## config.mk

```make
export PLATFORM = sky130hd
export DESIGN_NAME = uart_rx_fifo
export DESIGN_NICKNAME = d
export VERILOG_FILES = /design/src/rtl/uart_pkg.sv /design/src/rtl/uart_rx_fifo_sync.sv /design/src/rtl/uart_rx_fifo.sv
export SDC_FILE = /design/constraint.sdc
export NUM_CORES = 1
export LEC_CHECK = 0
export BUFFER_PORTS_ARGS = -buffer_cell sky130_fd_sc_hd__buf_2
export CORE_MARGIN = 2
export CORE_UTILIZATION = 54
export CTS_CLUSTER_SIZE = 8
export DETAILED_ROUTE_END_ITERATION = 16
export GPL_TIMING_DRIVEN = 0
export PLACE_DENSITY = 0.74
export SLEW_MARGIN = 20
export SYNTH_ARGS = -nofsm -noshare
export SYNTH_HDL_FRONTEND = slang
export SYNTH_SLANG_ARGS = --single-unit
```

## constraint.sdc

```tcl
create_clock -name clk_i -period 2.7 [get_ports clk_i]
set_clock_uncertainty 0.2 [all_clocks]
set_input_delay 0.405 -clock clk_i [delete_from_list [all_inputs] [get_ports clk_i]]
set_output_delay 0.405 -clock clk_i [all_outputs]
set_load 0.03 [all_outputs]
```

## src/rtl/uart_pkg.sv

```systemverilog
// -----------------------------------------------------------------------------
// uart_pkg
// Shared constants for the UART block: data width, receive FIFO depth, the
// pointer/occupancy widths derived from the depth, and the bus register map
// offsets used by the register file.
// -----------------------------------------------------------------------------
package uart_pkg;

  // Byte width carried by the receiver and the FIFO.
  localparam int UART_DATA_W = 8;

  // Receive FIFO depth; must be a power of two so the pointers wrap for free.
  localparam int UART_RXFIFO_DEPTH = 16;

  // Pointer width indexes DEPTH entries; occupancy needs one more bit so that
  // "exactly DEPTH stored" is representable.
  localparam int UART_RXFIFO_PTR_W = $clog2(UART_RXFIFO_DEPTH);
  localparam int UART_RXFIFO_CNT_W = UART_RXFIFO_PTR_W + 1;

  // Bus register map offsets (byte addresses).
  typedef enum logic [7:0] {
    UART_REG_RXD = 8'h00,  // receive data: head of the RX FIFO
    UART_REG_CON = 8'h04   // control/status: irq enable, overrun, count
  } uart_reg_e;

  localparam logic [7:0] UART_RXD_OFFSET = 8'h00;
  localparam logic [7:0] UART_CON_OFFSET = 8'h04;

endpackage : uart_pkg

```

## src/rtl/uart_rx_fifo_sync.sv

```systemverilog
// -----------------------------------------------------------------------------
// rx_status_sync
// Single-bit two-flop synchronizer followed by a rising-edge detector. The
// input is a level from a foreign clock domain; the output pulses for exactly
// one clk cycle per rising edge of that level. Also used on the TX status path.
//
// Ports
//   clk_i    in   destination-domain clock
//   reset_i  in   synchronous, active-high reset; clears all three flops
//   async_i  in   level from the other clock domain
//   rise_o   out  one-cycle pulse, high in the cycle after the second
//                 synchronizer stage first sees the new high level
// -----------------------------------------------------------------------------
module rx_status_sync (
  input  logic clk_i,
  input  logic reset_i,
  input  logic async_i,
  output logic rise_o
);

  // s1/s2 form the synchronizer; s3 remembers the previous synchronized
  // level so a rising edge can be detected without touching async_i again.
  logic s1_q;
  logic s2_q;
  logic s3_q;

  // Synchronizer chain and edge-history flop.
  always_ff @(posedge clk_i) begin
    if (reset_i) begin
      s1_q <= 1'b0;
      s2_q <= 1'b0;
      s3_q <= 1'b0;
    end else begin
      s1_q <= async_i;
      s2_q <= s1_q;
      s3_q <= s2_q;
    end
  end

  // Decoded from flops only, so downstream sees no path from async_i.
  assign rise_o = s2_q & ~s3_q;

endmodule : rx_status_sync

```

## src/rtl/uart_rx_fifo.sv

```systemverilog
// -----------------------------------------------------------------------------
// uart_rx_fifo
// Receive buffer between the oversampled UART receiver and the bus register
// file. Each completed byte (signalled by a rising edge of rx_status_i, which
// lives in the clk16 domain) is captured into a DEPTH-entry FIFO. The oldest
// byte is shown on rd_data_o (show-ahead) and removed by a pop_i strobe.
// Occupancy, full/empty, a sticky overrun flag and a receive interrupt are
// reported; all of them are decoded from registered state only.
//
// Ports
//   clk_i          in   bus-side system clock, sole clock of the block
//   reset_i        in   synchronous, active-high reset
//   rx_data_i      in   received byte; stable while rx_status_i is high
//   rx_status_i    in   receiver "byte complete" level (asynchronous)
//   pop_i          in   CPU read strobe, removes the head entry
//   clr_overrun_i  in   clears the sticky overrun flag
//   irq_en_i       in   receive-interrupt enable
//   rd_data_o      out  head entry, 0 when empty
//   empty_o        out  no entries stored
//   full_o         out  count_o == DEPTH
//   count_o        out  current occupancy, 0..DEPTH
//   overrun_o      out  sticky: a byte was dropped because the FIFO was full
//   irq_o          out  irq_en_i & ~empty_o
// -----------------------------------------------------------------------------
module uart_rx_fifo
  import uart_pkg::*;
#(
  parameter int DEPTH  = UART_RXFIFO_DEPTH,
  parameter int DATA_W = UART_DATA_W
) (
  input  logic                     clk_i,
  input  logic                     reset_i,
  input  logic [DATA_W-1:0]        rx_data_i,
  input  logic                     rx_status_i,
  input  logic                     pop_i,
  input  logic                     clr_overrun_i,
  input  logic                     irq_en_i,
  output logic [DATA_W-1:0]        rd_data_o,
  output logic                     empty_o,
  output logic                     full_o,
  output logic [$clog2(DEPTH):0]   count_o,
  output logic                     overrun_o,
  output logic                     irq_o
);

  localparam int PTR_W = $clog2(DEPTH);
  localparam int CNT_W = PTR_W + 1;

  localparam logic [PTR_W-1:0]  PTR_ONE   = PTR_W'(1);
  localparam logic [CNT_W-1:0]  CNT_ZERO  = CNT_W'(0);
  localparam logic [CNT_W-1:0]  CNT_ONE   = CNT_W'(1);
  localparam logic [CNT_W-1:0]  CNT_FULL  = CNT_W'(DEPTH);
  localparam logic [DATA_W-1:0] DATA_ZERO = DATA_W'(0);

  // Storage: not reset, only the pointers and count define what is valid.
  logic [DATA_W-1:0] mem_q [DEPTH];

  logic [PTR_W-1:0] wp_q;
  logic [PTR_W-1:0] wp_d;
  logic [PTR_W-1:0] rp_q;
  logic [PTR_W-1:0] rp_d;
  logic [CNT_W-1:0] count_q;
  logic [CNT_W-1:0] count_d;
  logic             overrun_q;
  logic             overrun_d;

  logic push_s;
  logic empty_s;
  logic full_s;
  logic do_pop_s;
  logic do_push_s;
  logic drop_s;

  // One push pulse per rx_status rising edge, after crossing into clk.
  rx_status_sync u_rx_status_sync (
    .clk_i   (clk_i),
    .reset_i (reset_i),
    .async_i (rx_status_i),
    .rise_o  (push_s)
  );

  assign empty_s = (count_q == CNT_ZERO);
  assign full_s  = (count_q == CNT_FULL);

  // A pop on an empty FIFO does nothing. A push is taken whenever there is
  // room, or when a simultaneous pop frees the slot it needs. Only when full
  // without a pop is the byte discarded; that is what sets overrun.
  assign do_pop_s  = pop_i & ~empty_s;
  assign do_push_s = push_s & (~full_s | do_pop_s);
  assign drop_s    = push_s & full_s & ~pop_i;

  // Next-state for pointers, occupancy and the sticky overrun flag.
  always_comb begin
    wp_d      = wp_q;
    rp_d      = rp_q;
    count_d   = count_q;
    overrun_d = overrun_q;

    // Pointers wrap modulo DEPTH through natural overflow (DEPTH is 2^n).
    if (do_push_s) begin
      wp_d = wp_q + PTR_ONE;
    end else begin
      wp_d = wp_q;
    end

    if (do_pop_s) begin
      rp_d = rp_q + PTR_ONE;
    end else begin
      rp_d = rp_q;
    end

    // Push and pop together leave the occupancy unchanged.
    case ({do_push_s, do_pop_s})
      2'b10:   count_d = count_q + CNT_ONE;
      2'b01:   count_d = count_q - CNT_ONE;
      default: count_d = count_q;
    endcase

    // A new drop outranks a clear arriving in the same cycle, so the CPU
    // never clears an overrun it has not yet had a chance to observe.
    if (drop_s) begin
      overrun_d = 1'b1;
    end else if (clr_overrun_i) begin
      overrun_d = 1'b0;
    end else begin
      overrun_d = overrun_q;
    end
  end

  // Control state registers with synchronous reset.
  always_ff @(posedge clk_i) begin
    if (reset_i) begin
      wp_q      <= {PTR_W{1'b0}};
      rp_q      <= {PTR_W{1'b0}};
      count_q   <= CNT_ZERO;
      overrun_q <= 1'b0;
    end else begin
      wp_q      <= wp_d;
      rp_q      <= rp_d;
      count_q   <= count_d;
      overrun_q <= overrun_d;
    end
  end

  // Storage write port; rx_data_i is already stable when the push arrives,
  // so it is written directly without its own synchronizer.
  always_ff @(posedge clk_i) begin
    if (do_push_s && !reset_i) begin
      mem_q[wp_q] <= rx_data_i;
    end
  end

  // Show-ahead read: the head entry, forced to zero when nothing is stored so
  // stale array contents never leak onto the bus.
  always_comb begin
    if (empty_s) begin
      rd_data_o = DATA_ZERO;
    end else begin
      rd_data_o = mem_q[rp_q];
    end
  end

  assign empty_o   = empty_s;
  assign full_o    = full_s;
  assign count_o   = count_q;
  assign overrun_o = overrun_q;
  assign irq_o     = irq_en_i & ~empty_s;

endmodule : uart_rx_fifo
```

==> results by group <==
Outcome
  – Status: complete, but fails checks
  – Violated checks: setup timing

Floorplan
  – Chip width: 109 µm
  – I/O pins: 31
  – Core ar.: 10800 µm²
  – Chip Height: 109 µm
  – DIE AREA: 11900 µm²
  – # rows: 38
  – Starting Density: 55.1%

Global routing
  – GRT overflow: 0
  – First-pass GRT wire length: 17.8 mm
  – Total track usage: 21.8%
  – Antenna violations before repair: 0
  – Largest net degree at the start of global routing: 17
  – Number of global-route vias before repair: 3226

Worst setup path
  – R2R cell count: 7
  – Startpoint Class: flip-flop
  – WP data arrival: 2.19 ns
  – R2r setup slk: -0.01 ns
  – Setup crit start: count_o[0]
  – Crit-path max FO: 5
  – FF-to-FF End: count_o[4]
  – Crit path kind: flip-flop to output port
  – RR Startpoint: count_o[0]
  – Crit. End Element: output port
  – Data required, critical path: 2.10 ns
  – Crit path to: rd_data_o[1]

STA
  – Max_slew headroom: 38.0%
  – Post-layout min period: 2.80 ns
  – Post-route setup slack: -0.0986 ns
  – Final hold vios: 0
  – Slew @ Worst Pin: 0.926 ns
  – Fmax: 357 MHz
  – Final setup vio count: 9
  – RSZ-0062 raised after global routing: yes
  – Max Slew Vio Count: 0
  – Setup TNS: -0.673 ns
  – Period utilization: 104%
  – Hold Worst Slack: 0.0585 ns

Synth
  – Seq/Total Area, Yosys: 71.3%
  – Top_reg_cell synth: edfxtp_1
  – Synthesized instance count: 327
  – Top post-synthesis cells by area: edfxtp_1, mux4_2, dfxtp_1
  – Top cell type's share of synthesized area: 64.3%
  – FFs w/ async S/R, synth: 0%
  – Post-synth cell types: 42
  – Syn Area/Cell: 18.3 µm²
  – Mapped cell area: 5980 µm²
  – Leading area contributor after synthesis: edfxtp_1
  – Yosys reg bits: 149
  – Syn Nets: 348
  – Number of flops mapped to enable cells by yosys: 128
  – Synth Warn #: 0

Placement
  – Post-DP HPWL: 7.00 mm
  – IO buf count: 29
  – Routability congestion estimate: 0.737
  – Placed Instances: 496

CTS
  – H-tree depth: 4
  – Clock Latency Late Sink: 0.52 ns
  – Clk buf depth: 2
  – CTS tree: yes
  – Root Buffer: clkbuf_8
  – Clock transition at path regs: 0.06 ns
  – Number of buffers created by CTS: 17
  – Clock Sinks: 149

Drt
  – 1st-iter DRT viols: 299
  – Total routed wirelength: 11.8 mm
  – Residual DRC: 0
  – Vias/cell: 5.85
  – DRT Pass-1 Iters: 4
  – Post-DRT Antenna Nets: 0
  – Total number of vias: 3129
  – WL/cell: 22.0 µm

Layout
  – Post-route non-filler standard cell count: 535
  – Share of cells above drive strength 1: 39.7%
  – Nets: 403
  – Area growth syn-to-layout: 21.5%
  – Most common cell after layout, fill and taps aside: edfxtp_1
  – Commonest non-fill, non-tap cells in the layout: edfxtp_1, mux4_2, buf_2, nor2_1
  – Ant. Diodes: 0

Power
  – Leak: 2.36 nW
  – Combinational fraction of design power: 30.2%
  – Largest vdd supply drop: 0.716 mV
  – PwrDens: 996 nW/µm²
  – Switching part of the total: 29.9%
  – NetSw: 0.00216 W
  – Int Power: 0.00507 W
  – Sequential power share: 36.8%
  – Clk pwr share: 33.0%

Min path
  – Hold WC Path Type: input port to flip-flop

Flow run
  – Maxcap violations: 0
[synth_stat cells (2+ instances only)]
master,number
mux2i_1,19
mux2_2,2
clkbuf_1,7
mux4_2,32
dfxtp_1,21
ha_1,7
nor3b_1,2
nor2_1,32
buf_6,2
o211ai_1,2
nand3_1,4
o21ai_0,2
nor3_1,3
mux2_1,2
o22ai_1,8
inv_1,4
nand4_1,2
a31oi_1,2
xor2_1,3
buf_2,5
edfxtp_1,128
a21oi_1,2
xnor2_1,3
nand2b_1,2
nand2_1,6
nor2b_1,8
buf_1,2
[layout make-up]
cell class | instances | area (µm²)
plain buffers | 11 | 108
flip-flops and latches | 149 | 4280
fillers | 708 | 3580
well taps | 140 | 175
multi-input cells | 157 | 1770
clock buffers | 19 | 422
inverters | 5 | 18.8
repair buffers | 41 | 308
clock inverters | 13 | 181
[state kept, by name (all words and copies together) (netlist names), named ones only]
signal,flops
mem_q,128
count_o,5
rp_q,4
wp_q,4
overrun_o,1
u_rx_status_sync.s1_q,1
u_rx_status_sync.s2_q,1
u_rx_status_sync.s3_q,1
[critical path, cell delays in order, from the launching register on]
cell,delay (ns)
dfxtp_4,0.36
or4_4,0.61
o21ai_4,0.31
buf_12,0.16
o22ai_1,0.06
buf_4,0.17
[metal layers]
metal  part of all wire (%)  track usage [%]  vias to the layer above
li1                       -                -                     1412
met1                     40             26.6                     1582
met2                     53             37.2                      119
met3                    6.4             6.99                       16
met4                    1.3             7.14                        0
met5                      0                0                        -
[per-stage QoR]
stage               utilization [%]  total power (W)  instance area [µm²]  worst slack, ns
global route                   67.0          0.00751                 7260           -0.178
CTS                            65.5          0.00704                 7100           -0.134
global placement               58.3          0.00440                 6310           -0.143
finish                         67.0          0.00724                 7260          -0.0986
detailed placement             58.3          0.00444                 6310           -0.163
floorplan                         -          0.00401                 5990          -0.0682
[cell families after synthesis]
kind of cell / after synthesis / synth area share, %
AO/OA/AOI/OAI: 26 / 3.56
XOR/XNOR: 6 / 0.879
adder cells (fa/ha/maj): 7 / 1.47
buffers and inverters: 21 / 1.67
flip-flops: 149 / 71.3
multiplexers: 55 / 16.0
AND/OR/NAND/NOR: 63 / 5.09
[timing repair]
action	4_1_cts	5_1_grt
pin swaps	3	4
setup buffers	5	5
gates resized for setup	43	33
endpoints found under the setup margin	29	97
hold buffers	2	0
hold endpoints to repair	2	0
[worst min-delay path by stage]
stage / startpoint / cells after the start / to
after floorplan: u_rx_status_sync.s1_q / 1 / u_rx_status_sync.s2_q
after detailed placement: u_rx_status_sync.s1_q / 1 / u_rx_status_sync.s2_q
after CTS: rx_data_i[6] / 1 / mem_q[2][6]
final: rx_data_i[6] / 1 / mem_q[5][6]
after global routing: rx_data_i[0] / 1 / mem_q[8][0]
after global placement: u_rx_status_sync.s1_q / 1 / u_rx_status_sync.s2_q
[power by group through the flow]
stage	clock network, W	registers, W	logic, W
after floorplan	0	0.00274	0.00127
after global placement	0	0.00268	0.00172
after detailed placement	0	0.00268	0.00176
after CTS	0.00242	0.00266	0.00197
after global routing	0.00250	0.00267	0.00234
final	0.00239	0.00266	0.00219
(Power assumes the default switching activity.)
